### src/rtl/csr_trap_unit.sv
// ---------------------------------------------------------------------------
// csr_trap_unit
//
// Machine-mode trap CSR file: mstatus (MIE/MPIE), mie, mip, mtvec, mepc,
// mcause and mscratch. It arbitrates synchronous exceptions against level
// interrupts, sequences trap entry and mret, and tracks a RUN / HANDLER /
// LOCKUP state machine. The core reports traps and mret. Software reaches
// the CSRs through a small memory-mapped bus.
//
// Ports
//   clock            in   1           rising-edge clock
//   resetActiveHigh  in   1           asynchronous, active-high reset
//   pcFromCore       in   DATA_WIDTH  PC of the instruction being trapped
//   exceptionValid   in   1           synchronous exception this cycle
//   exceptionCause   in   4           exception code
//   mretValid        in   1           mret retiring this cycle
//   irqLines         in   NUM_IRQ     level-sensitive interrupt requests
//   busAddress       in   3           CSR select
//   busWriteEnable   in   1           software write strobe
//   busWriteData     in   DATA_WIDTH  software write data
//   busReadData      out  DATA_WIDTH  combinational read of the selected CSR
//   trapTaken        out  1           trap accepted this cycle (combinational)
//   trapVector       out  DATA_WIDTH  {mtvec[DW-1:2],2'b00}, core jump target
//   mepcValue        out  DATA_WIDTH  current mepc, mret return target
//   inHandler        out  1           state == HANDLER
//   lockup           out  1           state == LOCKUP
// ---------------------------------------------------------------------------
module csr_trap_unit #(
    parameter int                    DATA_WIDTH        = 32,
    parameter int                    NUM_IRQ           = 4,
    parameter logic [DATA_WIDTH-1:0] RESET_TRAP_VECTOR = 32'h0000_0100
) (
    input  logic                  clock,
    input  logic                  resetActiveHigh,
    input  logic [DATA_WIDTH-1:0] pcFromCore,
    input  logic                  exceptionValid,
    input  logic [3:0]            exceptionCause,
    input  logic                  mretValid,
    input  logic [NUM_IRQ-1:0]    irqLines,
    input  logic [2:0]            busAddress,
    input  logic                  busWriteEnable,
    input  logic [DATA_WIDTH-1:0] busWriteData,
    output logic [DATA_WIDTH-1:0] busReadData,
    output logic                  trapTaken,
    output logic [DATA_WIDTH-1:0] trapVector,
    output logic [DATA_WIDTH-1:0] mepcValue,
    output logic                  inHandler,
    output logic                  lockup
);

    typedef enum logic [1:0] {
        ST_RUN     = 2'd0,
        ST_HANDLER = 2'd1,
        ST_LOCKUP  = 2'd2
    } state_t;

    // CSR bus addresses
    localparam logic [2:0] ADDR_MSTATUS  = 3'd0;
    localparam logic [2:0] ADDR_MIE      = 3'd1;
    localparam logic [2:0] ADDR_MTVEC    = 3'd2;
    localparam logic [2:0] ADDR_MEPC     = 3'd3;
    localparam logic [2:0] ADDR_MCAUSE   = 3'd4;
    localparam logic [2:0] ADDR_MSCRATCH = 3'd5;
    localparam logic [2:0] ADDR_MIP      = 3'd6;

    state_t                  r_state;
    state_t                  w_state_next;

    logic                    r_mstatus_mie;
    logic                    r_mstatus_mpie;
    logic [NUM_IRQ-1:0]      r_mie;
    logic [DATA_WIDTH-1:0]   r_mtvec;
    logic [DATA_WIDTH-1:0]   r_mepc;
    logic [DATA_WIDTH-1:0]   r_mcause;
    logic [DATA_WIDTH-1:0]   r_mscratch;

    logic [NUM_IRQ-1:0]      w_pending;
    logic [3:0]              w_irq_index;
    logic                    w_exc_take;
    logic                    w_irq_take;
    logic                    w_trap;
    logic                    w_mret;
    logic [3:0]              w_cause_code;
    logic [DATA_WIDTH-1:0]   w_new_mcause;
    logic [DATA_WIDTH-1:0]   w_mstatus_rd;
    logic [DATA_WIDTH-1:0]   w_mie_rd;
    logic [DATA_WIDTH-1:0]   w_mip_rd;

    logic                    w_wr_mstatus;
    logic                    w_wr_mie;
    logic                    w_wr_mtvec;
    logic                    w_wr_mepc;
    logic                    w_wr_mcause;
    logic                    w_wr_mscratch;

    // ---------------------------------------------------------------------
    // Trap / mret qualification
    // ---------------------------------------------------------------------
    assign w_pending  = irqLines & r_mie;
    // An exception in RUN is always taken, regardless of MIE
    assign w_exc_take = (r_state == ST_RUN) && exceptionValid;
    // Interrupts only from RUN, with MIE set, and never over an exception
    assign w_irq_take = (r_state == ST_RUN) && r_mstatus_mie && (|w_pending) && !exceptionValid;
    assign w_trap     = w_exc_take || w_irq_take;
    // An exception alongside mret in HANDLER is a double fault, so mret loses
    assign w_mret     = (r_state == ST_HANDLER) && mretValid && !exceptionValid;

    // Lowest-index pending interrupt: scan downward so the lowest hit is written last
    always_comb begin
        w_irq_index = 4'd0;
        for (int i = NUM_IRQ - 1; i >= 0; i--) begin
            w_irq_index = w_pending[i] ? 4'(i) : w_irq_index;
        end
    end

    assign w_cause_code = w_irq_take ? w_irq_index : exceptionCause;
    assign w_new_mcause = {w_irq_take, {(DATA_WIDTH-5){1'b0}}, w_cause_code};

    // ---------------------------------------------------------------------
    // Bus write decode
    // ---------------------------------------------------------------------
    assign w_wr_mstatus  = busWriteEnable && (busAddress == ADDR_MSTATUS);
    assign w_wr_mie      = busWriteEnable && (busAddress == ADDR_MIE);
    assign w_wr_mtvec    = busWriteEnable && (busAddress == ADDR_MTVEC);
    assign w_wr_mepc     = busWriteEnable && (busAddress == ADDR_MEPC);
    assign w_wr_mcause   = busWriteEnable && (busAddress == ADDR_MCAUSE);
    assign w_wr_mscratch = busWriteEnable && (busAddress == ADDR_MSCRATCH);

    // ---------------------------------------------------------------------
    // State machine
    // ---------------------------------------------------------------------
    // State register
    always_ff @(posedge clock or posedge resetActiveHigh) begin
        if (resetActiveHigh) begin
            r_state <= ST_RUN;
        end else begin
            r_state <= w_state_next;
        end
    end

    // Next-state logic; LOCKUP is absorbing until reset
    always_comb begin
        w_state_next = r_state;
        case (r_state)
            ST_RUN: begin
                if (w_trap) begin
                    w_state_next = ST_HANDLER;
                end else begin
                    w_state_next = ST_RUN;
                end
            end
            ST_HANDLER: begin
                if (exceptionValid) begin
                    w_state_next = ST_LOCKUP;
                end else if (mretValid) begin
                    w_state_next = ST_RUN;
                end else begin
                    w_state_next = ST_HANDLER;
                end
            end
            ST_LOCKUP: begin
                w_state_next = ST_LOCKUP;
            end
            default: begin
                w_state_next = ST_RUN;
            end
        endcase
    end

    // ---------------------------------------------------------------------
    // CSR registers: a bus write to a register overrides the hardware
    // update of that register only.
    // ---------------------------------------------------------------------
    // mstatus.MIE: cleared on trap entry, restored from MPIE on mret
    always_ff @(posedge clock or posedge resetActiveHigh) begin
        if (resetActiveHigh) begin
            r_mstatus_mie <= 1'b0;
        end else if (w_wr_mstatus) begin
            r_mstatus_mie <= busWriteData[3];
        end else if (w_trap) begin
            r_mstatus_mie <= 1'b0;
        end else if (w_mret) begin
            r_mstatus_mie <= r_mstatus_mpie;
        end else begin
            r_mstatus_mie <= r_mstatus_mie;
        end
    end

    // mstatus.MPIE: saves MIE on trap entry, set on mret
    always_ff @(posedge clock or posedge resetActiveHigh) begin
        if (resetActiveHigh) begin
            r_mstatus_mpie <= 1'b0;
        end else if (w_wr_mstatus) begin
            r_mstatus_mpie <= busWriteData[7];
        end else if (w_trap) begin
            r_mstatus_mpie <= r_mstatus_mie;
        end else if (w_mret) begin
            r_mstatus_mpie <= 1'b1;
        end else begin
            r_mstatus_mpie <= r_mstatus_mpie;
        end
    end

    // mie: per-line interrupt enables, software only
    always_ff @(posedge clock or posedge resetActiveHigh) begin
        if (resetActiveHigh) begin
            r_mie <= {NUM_IRQ{1'b0}};
        end else if (w_wr_mie) begin
            r_mie <= busWriteData[NUM_IRQ-1:0];
        end else begin
            r_mie <= r_mie;
        end
    end

    // mtvec: trap base, software only; low two bits are dropped at the output
    always_ff @(posedge clock or posedge resetActiveHigh) begin
        if (resetActiveHigh) begin
            r_mtvec <= RESET_TRAP_VECTOR;
        end else if (w_wr_mtvec) begin
            r_mtvec <= busWriteData;
        end else begin
            r_mtvec <= r_mtvec;
        end
    end

    // mepc: captures the trapping PC
    always_ff @(posedge clock or posedge resetActiveHigh) begin
        if (resetActiveHigh) begin
            r_mepc <= {DATA_WIDTH{1'b0}};
        end else if (w_wr_mepc) begin
            r_mepc <= busWriteData;
        end else if (w_trap) begin
            r_mepc <= pcFromCore;
        end else begin
            r_mepc <= r_mepc;
        end
    end

    // mcause: interrupt flag in the MSB, code in the low bits
    always_ff @(posedge clock or posedge resetActiveHigh) begin
        if (resetActiveHigh) begin
            r_mcause <= {DATA_WIDTH{1'b0}};
        end else if (w_wr_mcause) begin
            r_mcause <= busWriteData;
        end else if (w_trap) begin
            r_mcause <= w_new_mcause;
        end else begin
            r_mcause <= r_mcause;
        end
    end

    // mscratch: plain software scratch register
    always_ff @(posedge clock or posedge resetActiveHigh) begin
        if (resetActiveHigh) begin
            r_mscratch <= {DATA_WIDTH{1'b0}};
        end else if (w_wr_mscratch) begin
            r_mscratch <= busWriteData;
        end else begin
            r_mscratch <= r_mscratch;
        end
    end

    // ---------------------------------------------------------------------
    // Read path
    // ---------------------------------------------------------------------
    // Zero-extended views of the narrow CSRs
    always_comb begin
        w_mstatus_rd              = {DATA_WIDTH{1'b0}};
        w_mstatus_rd[3]           = r_mstatus_mie;
        w_mstatus_rd[7]           = r_mstatus_mpie;
        w_mie_rd                  = {DATA_WIDTH{1'b0}};
        w_mie_rd[NUM_IRQ-1:0]     = r_mie;
        w_mip_rd                  = {DATA_WIDTH{1'b0}};
        w_mip_rd[NUM_IRQ-1:0]     = irqLines;
    end

    // CSR read mux; unmapped address reads zero
    always_comb begin
        busReadData = {DATA_WIDTH{1'b0}};
        case (busAddress)
            ADDR_MSTATUS:  busReadData = w_mstatus_rd;
            ADDR_MIE:      busReadData = w_mie_rd;
            ADDR_MTVEC:    busReadData = r_mtvec;
            ADDR_MEPC:     busReadData = r_mepc;
            ADDR_MCAUSE:   busReadData = r_mcause;
            ADDR_MSCRATCH: busReadData = r_mscratch;
            ADDR_MIP:      busReadData = w_mip_rd;
            default:       busReadData = {DATA_WIDTH{1'b0}};
        endcase
    end

    // ---------------------------------------------------------------------
    // Core-facing outputs
    // ---------------------------------------------------------------------
    assign trapTaken  = w_trap;
    assign trapVector = {r_mtvec[DATA_WIDTH-1:2], 2'b00};
    assign mepcValue  = r_mepc;
    assign inHandler  = (r_state == ST_HANDLER);
    assign lockup     = (r_state == ST_LOCKUP);

endmodule

### config.mk
export PLATFORM = sky130hd
export DESIGN_NAME = csr_trap_unit
export DESIGN_NICKNAME = d
export VERILOG_FILES = /design/src/rtl/csr_trap_unit.sv
export SDC_FILE = /design/constraint.sdc
export NUM_CORES = 1
export LEC_CHECK = 0
export ABC_AREA = 0
export CAP_MARGIN = 20
export CORE_MARGIN = 5
export CORE_UTILIZATION = 44
export DETAILED_ROUTE_END_ITERATION = 10
export PLACE_DENSITY = 0.8
export SYNTH_ARGS = -nofsm -noshare
export SYNTH_HDL_FRONTEND = slang
export SYNTH_SLANG_ARGS = --single-unit
### constraint.sdc
create_clock -name clock -period 3.9 [get_ports clock]
set_clock_uncertainty 0.05 [all_clocks]
set_input_delay 0.39 -clock clock [delete_from_list [all_inputs] [get_ports clock]]
set_output_delay 0.39 -clock clock [all_outputs]
set_load 0.005 [all_outputs]
==> metrics, run 1 <==
register area share after synthesis=50.6%; DR vias/cell=5.61; Data arrival, critical path=2630 ps; crit-path cells=clkdlybuf4s50_1 -> nand2b_4 -> nor2_4 -> a221o_1 -> clkdlybuf4s50_1; clock sinks=136; CTS max path bufs=2; Main synth FF type=dfrtp_1; Post-synth EDFFs=0; final setup vio count=0; Critical Path RT=3460 ps; DRC errors left=0; grt ovf=0; WL/cell=18.9 µm; # IOs=179; unrepaired setup endpoints after global routing=false; Netlist cell types=42; min Tclk post-route=3070 ps; PortBufs=176; H-tree depth=4; Cells after DPL=944; Worst setup SP type=primary input; post-CTS resize count=0; cts hold-fix bufs=0; fin area=9060 µm²; Rel. slew slack=42.8%; Num CTS Buffers=17; total power=0.00569 W; largest stage delay on the critical path=660 ps; Cell Rows=45; GRT Util Overall=21.2%; Post-Syn Instances=641; Fin Setup TNS=0 ps; post-detailed-routing wire length=18,500 µm; drt initial violations=335; Vias=5,476; Top Family by Delay on Critical Path=buffers and inverters; element type at the critical path end=primary output; Placer Congestion=0.871; DIE WIDTH=134 µm; most common cell after layout, fill and taps aside=clkdlybuf4s50_1; Synth Register Bits=136; DIE HEIGHT=134 µm; initial antenna violation count=0; final number of hold-violating endpoints=0; Worst Tran Pin Value=856 ps; max-slew violation count=0; first-pass GRT wire length=30,100 µm; Post-DRT Antenna Nets=0; WS Path Type=primary input to primary output; CP dominant cell by count=clkdlybuf4s50_1; initial core utilization=44.6%; fin nets=855; fin crit share=78.7%; antenna cell count=0; drt pass-1 iters=5; P&R area growth vs syn=34.8%; post-synthesis async set-or-reset flop share=100%; Die Area=17,900 µm²; syn avg cell area=10.5 µm²; Post-CTS Setup Inserts=0; vias in the first global route=5,618; CTS tree=done; mapped cell area=6730 µm²; root buf cell=clkbuf_16; max-cap viol count=0; status=completed; most frequent cells in the layout=176 x clkdlybuf4s50_1, 135 x dfrtp_1, 129 x nand2_1; share of post-route cells with drive strength above 1=16.6%; placed cell area=8390 µm²; Reg clk slew, reported paths=50 ps; Worst Path Buf+Inv=2; Power Density=628 nW/µm²; CP max stage cell=nor2_4; crit path max fanout=28; worst min path class=primary input to asynchronous set/reset pin; leak pwr=3.81 nW; final non-filler cell total=976; core footprint=15,100 µm²; Fmax achieved=326 MHz; YS warnings=0; largest net degree at the start of global routing=137; maximum VDD drop=413 µV; Skew-Pair Late Insertion Delay=420 ps; HPWL after DPL=12,300 µm; filler cell count=1,231
final timing paths:
path                       cells after the start             end  slack (ps)            start
min in group clock                             1  r_mscratch[18]         450   r_mscratch[18]
max in group asynchronous                      3     r_mcause[3]        2750  resetActiveHigh
setup / recovery                               5  busReadData[9]         830    busAddress[2]
hold reg to reg                                1  r_mscratch[18]         450   r_mscratch[18]
hold / removal                                 3  r_mscratch[30]         450  resetActiveHigh
setup reg to reg                               7  r_mstatus_mpie        1540       r_state[1]
layer usage:
metal	track usage (%)	wire [µm]
met3	5.82	1160
met1	27.8	8210
met2	33.9	8780
met5	0	0
met4	7.31	323
metrics by stage:
stage / hold WS (ps) / setup WS [ps] / utilization (%)
2_1_floorplan: 415 / 1770 / -
3_3_place_gp: 441 / 906 / 55.6
3_5_place_dp: 437 / 848 / 55.6
4_1_cts: 450 / 831 / 60.1
5_1_grt: 467 / 775 / 60.1
6_report: 446 / 831 / 60.1
sequential cells by signal, indices dropped and copies added (netlist names):
register,count
r_mstatus_mpie,1
r_mstatus_mie,1
mepcValue,32
r_mtvec,32
r_state,2
r_mscratch,32
r_mcause,32
r_mie,4
cell type report:
class                   instances  area (µm²)  area share [%]
flip-flops and latches        136        3400            37.6
repair buffers                192        1920            21.2
well taps                     188         235            2.59
clock inverters                11         193            2.13
multi-input cells             424        2810            31.0
clock buffers                  21         480            5.30
inverters                       4        18.8           0.207
worst min-delay path, stage by stage:
cell and delay [ps]:
clkdlybuf4s50_1 440, clkinvlp_4 100, buf_12 470
synth_stat cells (all sizes together) (3+ instances only):
cell type | number | area share [%]
dfrtp | 135 | 50
nand2 | 131 | 7.4
buf | 70 | 7.1
mux2 | 68 | 11
nor2 | 49 | 2.9
a31oi | 36 | 3.6
o21ai | 31 | 2.3
a221o | 27 | 4.0
a22o | 27 | 3.5
a21oi | 16 | 1.2
mux2i | 9 | 1.3
clkbuf | 8 | 0.47
nor3b | 5 | 0.73
inv | 4 | 0.22
and2 | 3 | 0.28
nor4b | 3 | 0.48
report_power, final:
part | switching, W | leakage (nW) | internal, W
clock network | 0.000609 | 0.325 | 0.00120
registers | 0.000312 | 1.68 | 0.00183
logic | 0.000735 | 1.80 | 0.000999
total | 0.00166 | 3.81 | 0.00403
cell families (layout without fill, tap and decap cells):
| logic type | Yosys count | count (layout) | share of synthesized area, % |
|---|---|---|---|
| mux | 78 | 78 | 13.1 |
| other cells | 1 | 2 | 0.0558 |
| compound gates | 149 | 149 | 16.2 |
| flops | 136 | 136 | 50.6 |
| simple gates | 195 | 195 | 12.3 |
| buf+inv | 82 | 228 | 7.76 |
Power figures use the tool's default switching activity.
==> run 2, diff against run 1 <==
--- a/config.mk
+++ b/config.mk
@@ -8,9 +8,9 @@
 export ABC_AREA = 0
 export CAP_MARGIN = 20
 export CORE_MARGIN = 5
-export CORE_UTILIZATION = 44
+export CORE_UTILIZATION = 49
 export DETAILED_ROUTE_END_ITERATION = 10
-export PLACE_DENSITY = 0.8
+export PLACE_DENSITY = 0.84
 export SYNTH_ARGS = -nofsm -noshare
 export SYNTH_HDL_FRONTEND = slang
 export SYNTH_SLANG_ARGS = --single-unit
==> constraint.sdc (replaced) <==
create_clock -name clock -period 2.95 [get_ports clock]
set_clock_uncertainty 0.05 [all_clocks]
set_input_delay 0.295 -clock clock [delete_from_list [all_inputs] [get_ports clock]]
set_output_delay 0.295 -clock clock [all_outputs]
set_load 0.005 [all_outputs]
==> run 2 against run 1 <==
  * Final cell count is 1.0% lower
  * Largest cell class unchanged
  * Clock power up 13%
  * Flip-flop and latch count did not move
  * Critical endpoint is now trapTaken
  * Core utilization increased by 7.5 points
  * Combinational power rose by 34%
  * Worst setup slack lost 680 ps
  * Global-route usage grew 2.5 points
  * First-iteration DRC count grew 76%
  * Critical path type is now flip-flop to primary output
  * Non-clock buffer count rose by 5
  * Routed wire length is 3.3% higher
  * Via count grew 2.2%
  * Total power up 27%
==> metrics, run 2 (synthesis results as in run 1) <==
status=completed (unchanged); # IOs=179 (unchanged); maximum VDD drop=484 µV (was 413 µV); first-pass GRT wire length=30,500 µm (was 30,100 µm); initial core utilization=50.4% (was 44.6%); post-route setup slack=152 ps (was 831 ps); CTS max path bufs=2 (unchanged); Fin Setup TNS=0 ps (unchanged); GRT Util Overall=23.7% (was 21.2%); PortBufs=176 (unchanged); Fmax achieved=357 MHz; antenna cell count=0 (unchanged); most frequent cells in the layout=176 x clkdlybuf4s50_1, 135 x dfrtp_1, 129 x nand2_1 (unchanged); Combinational Power Share=32.1% (was 30.5%); P&R area growth vs syn=34.1% (was 34.8%); CP startpoint=r_state[1] (was busAddress[2]); fin crit share=94.8%; clock sinks=136 (unchanged); leak pwr=3.79 nW (was 3.81 nW); max-cap viol count=0 (unchanged); Clock Power Share=28.3% (was 31.8%); vias in the first global route=5,736 (was 5,618); FF-to-FF path depth=7 (unchanged); Power Density=803 nW/µm² (was 628 nW/µm²); post-detailed-routing wire length=19,100 µm (was 18,500 µm); reg2reg setup slack=490 ps (was 1540 ps); core footprint=13,300 µm² (was 15,100 µm²); Worst setup SP type=flip-flop (was primary input); H-tree depth=4 (unchanged); cts hold-fix bufs=0 (unchanged); root buf cell=clkbuf_16 (unchanged); Data arrival, critical path=2450 ps (was 2630 ps); WL/cell=19.8 µm (was 18.9 µm); Worst Tran Pin Value=750 ps (was 856 ps); Reg clk slew, reported paths=50 ps (about the same); Post-CTS Setup Inserts=0 (unchanged); final setup vio count=0 (unchanged); Post-DRT Antenna Nets=0 (unchanged); Cell Rows=42 (was 45); most common cell after layout, fill and taps aside=clkdlybuf4s50_1 (unchanged); drt initial violations=590 (was 335); element type at the critical path end=primary output (unchanged); Worst setup endpoint=trapTaken (was busReadData[9]); sw frac=30.0% (was 29.1%); worst min path class=primary input to asynchronous set/reset pin (unchanged); WS Path Type=flip-flop to primary output (was primary input to primary output); max-slew violation count=0 (unchanged); P_int=0.00507 W (was 0.00403 W); Rel. slew slack=50.0% (was 42.8%); fin nets=860 (was 855); DIE HEIGHT=127 µm (was 134 µm); Reg2Reg Launch Point=r_state[1] (unchanged); HPWL after DPL=12,800 µm (was 12,300 µm); crit path max fanout=26 (was 28); Placer Congestion=0.910 (was 0.871); Seq pwr share=39.6% (was 37.7%); reg2reg end=r_mcause[1] (was r_mstatus_mpie); pre-CTS WS=283 ps (was 848 ps); post-CTS resize count=0 (unchanged); Num CTS Buffers=17 (unchanged); final core utilization=67.5% (was 60.1%); Vias=5,594 (was 5,476); final number of hold-violating endpoints=0 (unchanged); filler cell count=989 (was 1,231); grt ovf=0 (unchanged); drt pass-1 iters=5 (unchanged); Min Hold Slack=372 ps (was 446 ps); initial antenna violation count=0 (unchanged); min Tclk post-route=2800 ps; unrepaired setup endpoints after global routing=false (unchanged); DIE WIDTH=127 µm (was 134 µm); Critical Path RT=2610 ps (was 3460 ps); Psw=0.00217 W (was 0.00166 W); share of post-route cells with drive strength above 1=16.2% (was 16.6%); largest net degree at the start of global routing=137 (unchanged); DR vias/cell=5.79 (was 5.61); Die Area=16,200 µm² (was 17,900 µm²); CTS tree=done (unchanged); DRC errors left=0 (unchanged); Skew-Pair Late Insertion Delay=410 ps (was 420 ps)
==> run 2: layer usage <==
| layer | global-route usage [%] | up-vias | wire length [µm] |
|---|---|---|---|
| li1 | - | 2528 | - |
| met1 | 29.8 | 2773 | 7670 |
| met2 | 39.3 | 252 | 9530 |
| met3 | 5.76 | 41 | 1420 |
| met4 | 9.97 | 0 | 470 |
| met5 | 0 | - | 0 |
==> run 2: area by class of cell <==
cell class                      instances  area (µm²)  area share, %
Clock buffer                           26         499           5.54
Clock inverter                          3        65.1          0.722
Inverter                                4        18.8          0.208
Multi-Input combinational cell        424        2810           31.2
Sequential cell                       136        3400           37.8
Tap cell                              176         220           2.44
Timing Repair Buffer                  197        1990           22.1
==> run 2: worst min path at each step <==
stage | start | end | slack [ps] | cells after the start
2_1_floorplan | mretValid | r_state[0] | 330 | 1
3_3_place_gp | r_mscratch[9] | r_mscratch[9] | 430 | 1
3_5_place_dp | r_mscratch[18] | r_mscratch[18] | 440 | 1
4_1_cts | pcFromCore[3] | mepcValue[3] | 380 | 3
5_1_grt | pcFromCore[17] | mepcValue[17] | 390 | 3
6_report | resetActiveHigh | mepcValue[28] | 370 | 3
==> run 2: metrics by stage <==
| stage | area, µm² | instances | power (W) |
|---|---|---|---|
| 6_report | 9020 | 966 | 0.00724 |
| 5_1_grt | 9020 | 966 | 0.00762 |
| 4_1_cts | 9020 | 966 | 0.00729 |
| 3_5_place_dp | 8450 | 937 | 0.00521 |
| 3_3_place_gp | 8450 | 937 | 0.00509 |
| 2_1_floorplan | 6730 | 642 | 0.00402 |
==> run 2: critical path: stages (launching register included) <==
cell and delay [ps]:
dfrtp_1 430, nor2_2 250, and2_1 280, a31oi_4 50, inv_2 390, clkdlybuf4s50_1 640
==> run 2: power by group through the flow <==
stage                     sequential (W)  clock, W  combinational (W)
after global routing             0.00294   0.00216            0.00252
final                            0.00287   0.00205            0.00232
after detailed placement         0.00289         0            0.00233
after CTS                        0.00286   0.00208            0.00235
after floorplan                  0.00278         0            0.00124
after global placement           0.00284         0            0.00225
